[src/rtl/uart_pkg.sv]
// uart_pkg: register offsets, STATUS bit positions and FSM encoding for mmio_uart_tx
package uart_pkg;
   localparam logic [2:0] TXDATA_OFF = 3'd0;
   localparam logic [2:0] STATUS_OFF = 3'd4;
   localparam int ST_BUSY  = 0;
   localparam int ST_FULL  = 1;
   localparam int ST_EMPTY = 2;
   localparam int ST_OVF   = 3;
   localparam int ST_CNT   = 8;
   typedef enum logic [1:0] {
      IDLE  = 2'd0,
      START = 2'd1,
      DATA  = 2'd2,
      STOP  = 2'd3
   } state_t;
endpackage

[src/rtl/sync_fifo.sv]
// sync_fifo: synchronous FIFO with fall-through read data and occupancy count
module sync_fifo #(
   parameter int WIDTH = 8,
   parameter int DEPTH = 4,
   localparam int AW = $clog2(DEPTH),
   localparam int CW = AW + 1
) (
   input  logic             clk,
   input  logic             rst,
   input  logic             push,
   input  logic             pop,
   input  logic [WIDTH-1:0] din,
   output logic [WIDTH-1:0] dout,
   output logic             full,
   output logic             empty,
   output logic [AW:0]      count
);
   logic [WIDTH-1:0] mem_q [DEPTH];
   logic [WIDTH-1:0] mem_d [DEPTH];
   logic [AW-1:0] wr_q, wr_d, rd_q, rd_d;
   logic [AW:0] cnt_q, cnt_d;
   logic do_push, do_pop;
   assign full  = cnt_q == CW'(DEPTH);
   assign empty = cnt_q == '0;
   assign count = cnt_q;
   assign dout  = mem_q[rd_q];
   // a pop in the same cycle frees a slot, so a push into a full FIFO is still accepted
   always_comb begin
      do_pop  = pop && !empty;
      do_push = push && (!full || do_pop);
      mem_d   = mem_q;
      if (do_push) mem_d[wr_q] = din;
      wr_d  = do_push ? wr_q + 1'b1 : wr_q;
      rd_d  = do_pop ? rd_q + 1'b1 : rd_q;
      cnt_d = cnt_q + CW'(do_push) - CW'(do_pop);
   end
   always_ff @(posedge clk) begin
      if (rst) begin
         mem_q <= '{default: '0};
         wr_q  <= '0;
         rd_q  <= '0;
         cnt_q <= '0;
      end else begin
         mem_q <= mem_d;
         wr_q  <= wr_d;
         rd_q  <= rd_d;
         cnt_q <= cnt_d;
      end
   end
endmodule

[src/rtl/mmio_uart_tx.sv]
// mmio_uart_tx: memory-mapped 8N1 UART transmitter with TX FIFO and STATUS register
module mmio_uart_tx
   import uart_pkg::*;
#(
   parameter int          CLKS_PER_BIT = 868,
   parameter int          FIFO_DEPTH   = 4,
   parameter logic [31:0] BASE_ADDR    = 32'h0000_2000
) (
   input  logic        clk,
   input  logic        rst,
   input  logic        rd,
   input  logic [3:0]  we,
   input  logic [31:0] addr_in,
   input  logic [31:0] data_in,
   output logic [31:0] data_out,
   output logic        hit,
   output logic        tx,
   output logic        tx_busy
);
   localparam int BW = $clog2(CLKS_PER_BIT);
   localparam int CW = $clog2(FIFO_DEPTH) + 1;
   state_t state_q, state_d;
   logic [BW-1:0] baud_q, baud_d;
   logic [2:0] bit_q, bit_d;
   logic [7:0] shift_q, shift_d, fifo_dout;
   logic [31:0] dout_q, dout_d, status;
   logic [CW-1:0] count;
   logic tx_q, tx_d, ovf_q, ovf_d;
   logic sel_status, push, pop, full, empty, baud_last;
   logic unused_ok;
   assign unused_ok  = ^{we[3:1], addr_in[1:0], data_in[31:8]};
   assign hit        = addr_in[31:3] == BASE_ADDR[31:3];
   assign sel_status = addr_in[2] == STATUS_OFF[2];
   assign push       = hit && addr_in[2] == TXDATA_OFF[2] && we[0];
   assign baud_last  = baud_q == BW'(CLKS_PER_BIT - 1);
   assign data_out   = dout_q;
   assign tx         = tx_q;
   assign tx_busy    = state_q != IDLE;
   sync_fifo #(.WIDTH(8), .DEPTH(FIFO_DEPTH)) u_fifo (
      .clk   (clk),
      .rst   (rst),
      .push  (push),
      .pop   (pop),
      .din   (data_in[7:0]),
      .dout  (fifo_dout),
      .full  (full),
      .empty (empty),
      .count (count)
   );
   always_comb begin
      status           = '0;
      status[ST_BUSY]  = state_q != IDLE;
      status[ST_FULL]  = full;
      status[ST_EMPTY] = empty;
      status[ST_OVF]   = ovf_q;
      status[ST_CNT +: CW] = count;
      dout_d = (hit && rd && sel_status) ? status : '0;
      ovf_d  = ovf_q;
      if (push && full && !pop) ovf_d = 1'b1;
      else if (hit && sel_status && we[0] && data_in[ST_OVF]) ovf_d = 1'b0;
   end
   // tx_d is the line level for the cycle after the edge, so transitions load it directly
   always_comb begin
      state_d = state_q;
      baud_d  = baud_last ? '0 : baud_q + 1'b1;
      bit_d   = bit_q;
      shift_d = shift_q;
      tx_d    = tx_q;
      pop     = 1'b0;
      case (state_q)
         IDLE: begin
            baud_d = '0;
            tx_d   = empty;
            if (!empty) begin
               pop     = 1'b1;
               shift_d = fifo_dout;
               state_d = START;
            end
         end
         START: if (baud_last) begin
            state_d = DATA;
            bit_d   = '0;
            tx_d    = shift_q[0];
         end
         DATA: if (baud_last) begin
            shift_d = shift_q >> 1;
            tx_d    = shift_q[1];
            bit_d   = bit_q + 1'b1;
            if (bit_q == 3'd7) begin
               state_d = STOP;
               tx_d    = 1'b1;
            end
         end
         STOP: if (baud_last) begin
            tx_d = empty;
            if (!empty) begin
               pop     = 1'b1;
               shift_d = fifo_dout;
               state_d = START;
            end else state_d = IDLE;
         end
         default: state_d = IDLE;
      endcase
   end
   always_ff @(posedge clk) begin
      if (rst) begin
         state_q <= IDLE;
         baud_q  <= '0;
         bit_q   <= '0;
         shift_q <= '0;
         tx_q    <= 1'b1;
         ovf_q   <= 1'b0;
         dout_q  <= '0;
      end else begin
         state_q <= state_d;
         baud_q  <= baud_d;
         bit_q   <= bit_d;
         shift_q <= shift_d;
         tx_q    <= tx_d;
         ovf_q   <= ovf_d;
         dout_q  <= dout_d;
      end
   end
endmodule

[config.mk]
export PLATFORM = sky130hd
export DESIGN_NAME = mmio_uart_tx
export DESIGN_NICKNAME = d
export VERILOG_FILES = /design/src/rtl/uart_pkg.sv /design/src/rtl/sync_fifo.sv /design/src/rtl/mmio_uart_tx.sv
export SDC_FILE = /design/constraint.sdc
export NUM_CORES = 1
export LEC_CHECK = 0
export CAP_MARGIN = 20
export CORE_UTILIZATION = 53
export CTS_BUF_LIST = sky130_fd_sc_hd__clkbuf_2
export DETAILED_ROUTE_END_ITERATION = 16
export PLACE_DENSITY = 0.88
export SETUP_SLACK_MARGIN = 0.02
export SYNTH_ARGS = -nofsm -noshare
export SYNTH_HDL_FRONTEND = slang
export SYNTH_SLANG_ARGS = --single-unit
[constraint.sdc]
create_clock -name clk -period 7.7 [get_ports clk]
set_input_delay 2.31 -clock clk [delete_from_list [all_inputs] [get_ports clk]]
set_output_delay 2.31 -clock clk [all_outputs]
set_load 0.02 [all_outputs]
# Word level (Yosys, flattened, before mapping)
# Cells that the tools add are included.
# Widths: inputs -> output; s select.
[classes] n_addsub=6 n_mul=0 n_div=0 n_lt_le_gt_ge=3 n_eq_ne=12 shifts=0 n_mux=30 n_bitwise=4 reduce_logical=28
[ops] operator="$mux 8" n=6
[ops] operator="$bwmux 32" n=1
[ops] operator="$eq 29x11->1 const B" n=1
[ops] operator="$pmux 8 s3" n=1
[ops] operator="$bmux 8 s2" n=1
[ops] operator="$demux 8 s2" n=1
[ops] operator="$logic_and 1x1->1" n=12
[ops] operator="$add 10x1->10 const B" n=1
[ops] operator="$eq 10x10->1 const B" n=1
[ops] operator="$mux 2" n=5
[ops] operator="$ne 2x2->1 const B" n=5
[ops] operator="$mux 1" n=9
[ops] operator="$reduce_and 3->1" n=3
[ops] operator="$pmux 2 s4" n=1
[ops] operator="$eq 3x3->1 const B" n=2
[ops] operator="$ge 3x3->1 const B" n=2
[ops] operator="$mux 3" n=2
[ops] operator="$not 2->3" n=2
[ops] operator="$pmux 3 s2" n=1
[ops] operator="$reduce_bool 2->1" n=3
[ops] operator="$reduce_and 5->1" n=1
[ops] operator="$add 2x1->2 const B" n=2
[ops] operator="$eq 2x2->1 const B" n=2
[ops] operator="$pmux 1 s4" n=1
[ops] operator="14 further kinds" n=17
[word_totals] register_bits=96 latch_bits=0 ramBits=0 rom_bits=0 inputBits=71 output_inout_bits=35 word_cells=98 mem_count=0

# Logic depth before layout (Yosys ltp)
[depth] word_depth=9 ltp_mapped=11 ltp_nobuf=10

# Hierarchy
# A second synthesis with hierarchy kept.
[unflattened] hier_cells=357 area_unflattened_um2=3617.2
[by_module_without_submodules] mod="sync_fifo" instances=1 cells_each=166 area_each_um2=1876.8 seq_area_each_um2=780.7
[by_module_without_submodules] mod="mmio_uart_tx" instances=1 cells_each=191 area_each_um2=1740.4 seq_area_each_um2=640.6

# Worst setup path after synthesis
# OpenSTA, ideal clock, no wires.
[synth_timing] path_kind="input-to-output" startpoint="in addr_in[11]" endpoint="out hit" t_arrival_ps=3276 t_required_ps=5390 slack_ps=2114 path_stages=3 path_buffers=0 cell_sequence="nor4b_1 > nand4_1 > nor2_1"
[synth_between] elab_chain_len=1
[synth_rtl] item="start, declared" line="mmio_uart_tx.sv:13" text="input logic [31:0] addr_in,"
[synth_rtl] item="$eq 29x11->1" line="mmio_uart_tx.sv:32" text="assign hit = addr_in[31:3] == BASE_ADDR[31:3];"
[synth_rtl] item="end, declared" line="mmio_uart_tx.sv:16" text="output logic hit,"
# Every way passes these cells.

# Worst setup path after layout
# Ends and elaborated chain as after synthesis.

==> results by group <==
Synth
  – Synthesized area per cell: between 10 and 15 um^2
  – Top FF cell, synth: dfxtp_1
  – FFs w/ async S/R, synth: 0%
  – Cell variety after synth: 50
  – Sequential share of the synthesized area: 38.9%
  – Post-Syn Instances: between 300 and 400
  – Yosys warning count: 0
  – Synth Cell Area: 3660 um^2
  – #FFs+latches synth: roughly 70
  – Post-synth EDFFs: 0

Worst setup path
  – RR Endpoint: u_fifo.count[1]
  – Worst Setup EP: hit
  – CP arrival: 4.42 ns
  – WP depth: 5
  – Delay-heaviest family, CP: buffers and inverters
  – Worst R2R Path Depth: 8
  – Critical-path cell list: clkdlybuf4s50_1 -> nor4b_1 -> nand4_1 -> nor2_1 -> clkdlybuf4s50_1
  – Worst r2r src: state_q[0]
  – Reg2reg setup slack: between 4 and 5 ns
  – Crit Path Category: in -> out
  – CP dominant cell by count: clkdlybuf4s50_1
  – Crit path buffers/inverters: 2
  – Critical Path RT: between 5 and 6 ns
  – Max Fanout on Critical Path: 4
  – CP peak stage delay: between 0.6 and 0.7 ns
  – CP max-delay cell: clkdlybuf4s50_1
  – Critical Path End Type: output pin
  – Worst Setup Start Kind: input pin
  – Crit path from: addr_in[11]

Drt
  – Wire length per cell: around 14 um
  – Vias per cell: around 5.4
  – Routed Antenna Nets: 0
  – Routed WL: ~7000 um
  – DR iter-0 viols: 89
  – Vias: roughly 2700
  – DRC: 0
  – Drt pass-1 iters: 4

Timing
  – Final Setup Violations: 0
  – Hold slack final: 0.464 ns
  – Final hold vios: 0
  – Final min period: 6.73 ns
  – Worst-margin pin slew: between 0.7 and 0.8 ns
  – Tcrit/Tclk final: approximately 87%
  – Fmax: 149 MHz
  – Slew margin rel.: 50.3%
  – RSZ-0062 raised after global routing: false
  – Clk_skew: ~0.026 ns
  – Fin Setup TNS: 0 ns
  – Pins Over Slew Limit: 0

Global routing
  – Vias in the first global route: ~2600
  – Total congestion overflow: 0
  – GRT Overall Usage: between 20% and 30%
  – Initial antenna violation count: 0
  – Largest net degree at the start of global routing: 66
  – Global-route wire length before repair: 11700 um

Placed design
  – PortBufs: 51
  – Post-DP HPWL: approximately 5000 um
  – RD Place Congestion: approximately 0.8

Clock network
  – Post-cts gate resize count: 0
  – Root Buffer: clkbuf_2
  – Clk slew on worst S/H paths: approximately 0.18 ns
  – Num CTS Buffers: 9
  – Maximum clock path buffer count: 2
  – Post-CTS Hold Fix Bufs: 0
  – Clock tree sinks: 71
  – Number of H-tree levels: 3
  – Worst-skew pair later-pin latency: about 0.50 ns
  – CTS tree: built
  – Setup Buffers After CTS: 0

Power
  – Worst vdd ir: roughly 0.12 mV
  – Leakage power: 1.65 nW
  – Power Dens Cells: approximately 240 nW/um^2

Layout
  – Ant diodes: 0
  – Share of cells above drive strength 1: 8.41%
  – Area delta synth->final: 14.3%
  – # nets final: about 500

Floorplanning
  – Die Span X: about 85 um
  – Initial Util: 56.3%
  – Die area: between 7000 and 8000 um^2
  – Core Box Area: 6490 um^2
  – Die H: between 80 and 90 um
  – Core Rows: 29
  – # IOs: around 110

Min path
  – Worst hold path class: reg -> reg

Run status
  – Status: completed

Run
  – # Max-Cap Violations: 0
synthesized netlist by cell type, drive strengths merged, types with 2 or more instances:
cell      n  area, um^2
nand2b   42         263
or3       3        23.8
and3      2        12.5
nand3     9        60.1
nor4      7        43.8
xor2      4        35.0
a21oi     7        35.0
nand2     7        28.8
a2111oi   2        17.5
nand4b    4        35.0
inv      14        52.6
o21ai     3        15.0
and2      2        12.5
nor4b     3        41.3
buf      32         225
clkbuf    7        26.3
nand4     6        37.5
mux4      8         180
mux2i    41         410
or3b      2        17.5
dfxtp    71        1420
a211oi    8        72.6
ha       13         163
xnor2    10        87.6
nor2b     2        12.5
nor3      4        31.3
nor2     37         139
metrics by stage:
stage               utilization [%]  worst slack, ns  std cells  area (um^2)  power (W)
finish                         64.4            0.974        493         4180   0.000993
CTS                            64.4             1.00        493         4180   0.000997
floorplan                         -             2.11        388         3750   0.000745
detailed placement             62.8             1.01        477         4080   0.000797
global route                   64.4            0.861        493         4180    0.00106
global placement               62.8             1.09        477         4080   0.000778
routing by layer:
metal,GRT usage (%),wire length [um],share of wire (%),vias up
li1,-,-,-,1304
met1,24.0,3140,46,1290
met2,36.1,3420,50,54
met3,7.20,238,3.5,9
met4,5.70,88,1.3,0
met5,0,0,0,-
cell usage in the layout (no fill, tap or decap), types with 2 or more instances in the layout:
master	Yosys	final
dfxtp_1	71	71
clkdlybuf4s50_1	0	51
nand2b_1	42	42
mux2i_1	41	41
nor2_1	37	37
conb_1	1	25
inv_1	14	14
ha_1	13	13
clkbuf_2	0	11
xnor2_1	10	10
mux4_2	8	8
a21oi_1	7	7
nor4_1	7	7
a211oi_1	7	7
nand4_1	6	6
nand2_1	6	6
nand3_1	6	6
nand4b_1	4	4
xor2_1	4	4
nor3_1	3	3
o21ai_0	3	3
nand3_2	3	3
clkinv_2	0	3
nor4b_1	2	2
or3_1	2	2
and2_1	2	2
and3_1	2	2
nor2b_1	2	2
a2111oi_0	2	2
kinds of logic (layout without fill, tap and decap cells):
family                   count (synthesis)  in the layout  share of synthesized area (%)
XOR/XNOR                                14             14                           3.35
multiplexers                            49             49                           16.1
flip-flops                              71             71                           38.9
AND/OR/NAND/NOR                        133            133                           21.5
other                                    1             25                          0.103
buffers and inverters                   54             82                           9.20
adder cells (fa/ha/maj)                 14             14                           4.99
AO/OA/AOI/OAI                           28             28                           5.85
worst min path at each step:
stage / start / end / slack [ns] / cells after the start
2_1_floorplan: ovf_q / data_out[3] / 0.42 / 2
3_3_place_gp: ovf_q / data_out[3] / 0.44 / 2
3_5_place_dp: ovf_q / data_out[3] / 0.44 / 2
4_1_cts: ovf_q / data_out[3] / 0.46 / 2
5_1_grt: bit_q[2] / bit_q[2] / 0.49 / 2
6_report: ovf_q / data_out[3] / 0.46 / 2
registers in the layout, indices dropped and copies added, names as in the netlist, 2 cells and up:
| signal | flops |
|---|---|
| u_fifo.rd_q | 2 |
| data_out | 7 |
| state_q | 2 |
| u_fifo.count | 3 |
| bit_q | 3 |
| baud_q | 10 |
| u_fifo.wr_q | 2 |
| shift_q | 8 |
| u_fifo.mem_q | 32 |
tightest hold or removal path, delay by kind of cell, from the launching register on:
| kind | cells | cell delay (ns) |
|---|---|---|
| and+or+nand+nor | 1 | 0.05 |
| DFF | 1 | 0.33 |
| buffers and inverters | 1 | 0.07 |
power by group:
group	internal [W]	switching, W	leakage [nW]	total (W)
clock network	0.0000753	0.000125	0.0731	0.000200
logic	0.000155	0.000202	1.00	0.000358
registers	0.000399	0.0000361	0.575	0.000435
total	0.000629	0.000363	1.65	0.000993
cell type report:
class	count	area [um^2]
inverters	14	52.6
flip-flops and latches	71	1420
repair buffers	52	518
clock buffers	11	55.1
clock inverters	5	48.8
well taps	77	96.3
fillers	505	2310
multi-input cells	263	1990
No activity file was read; power rests on OpenSTA's default activity.
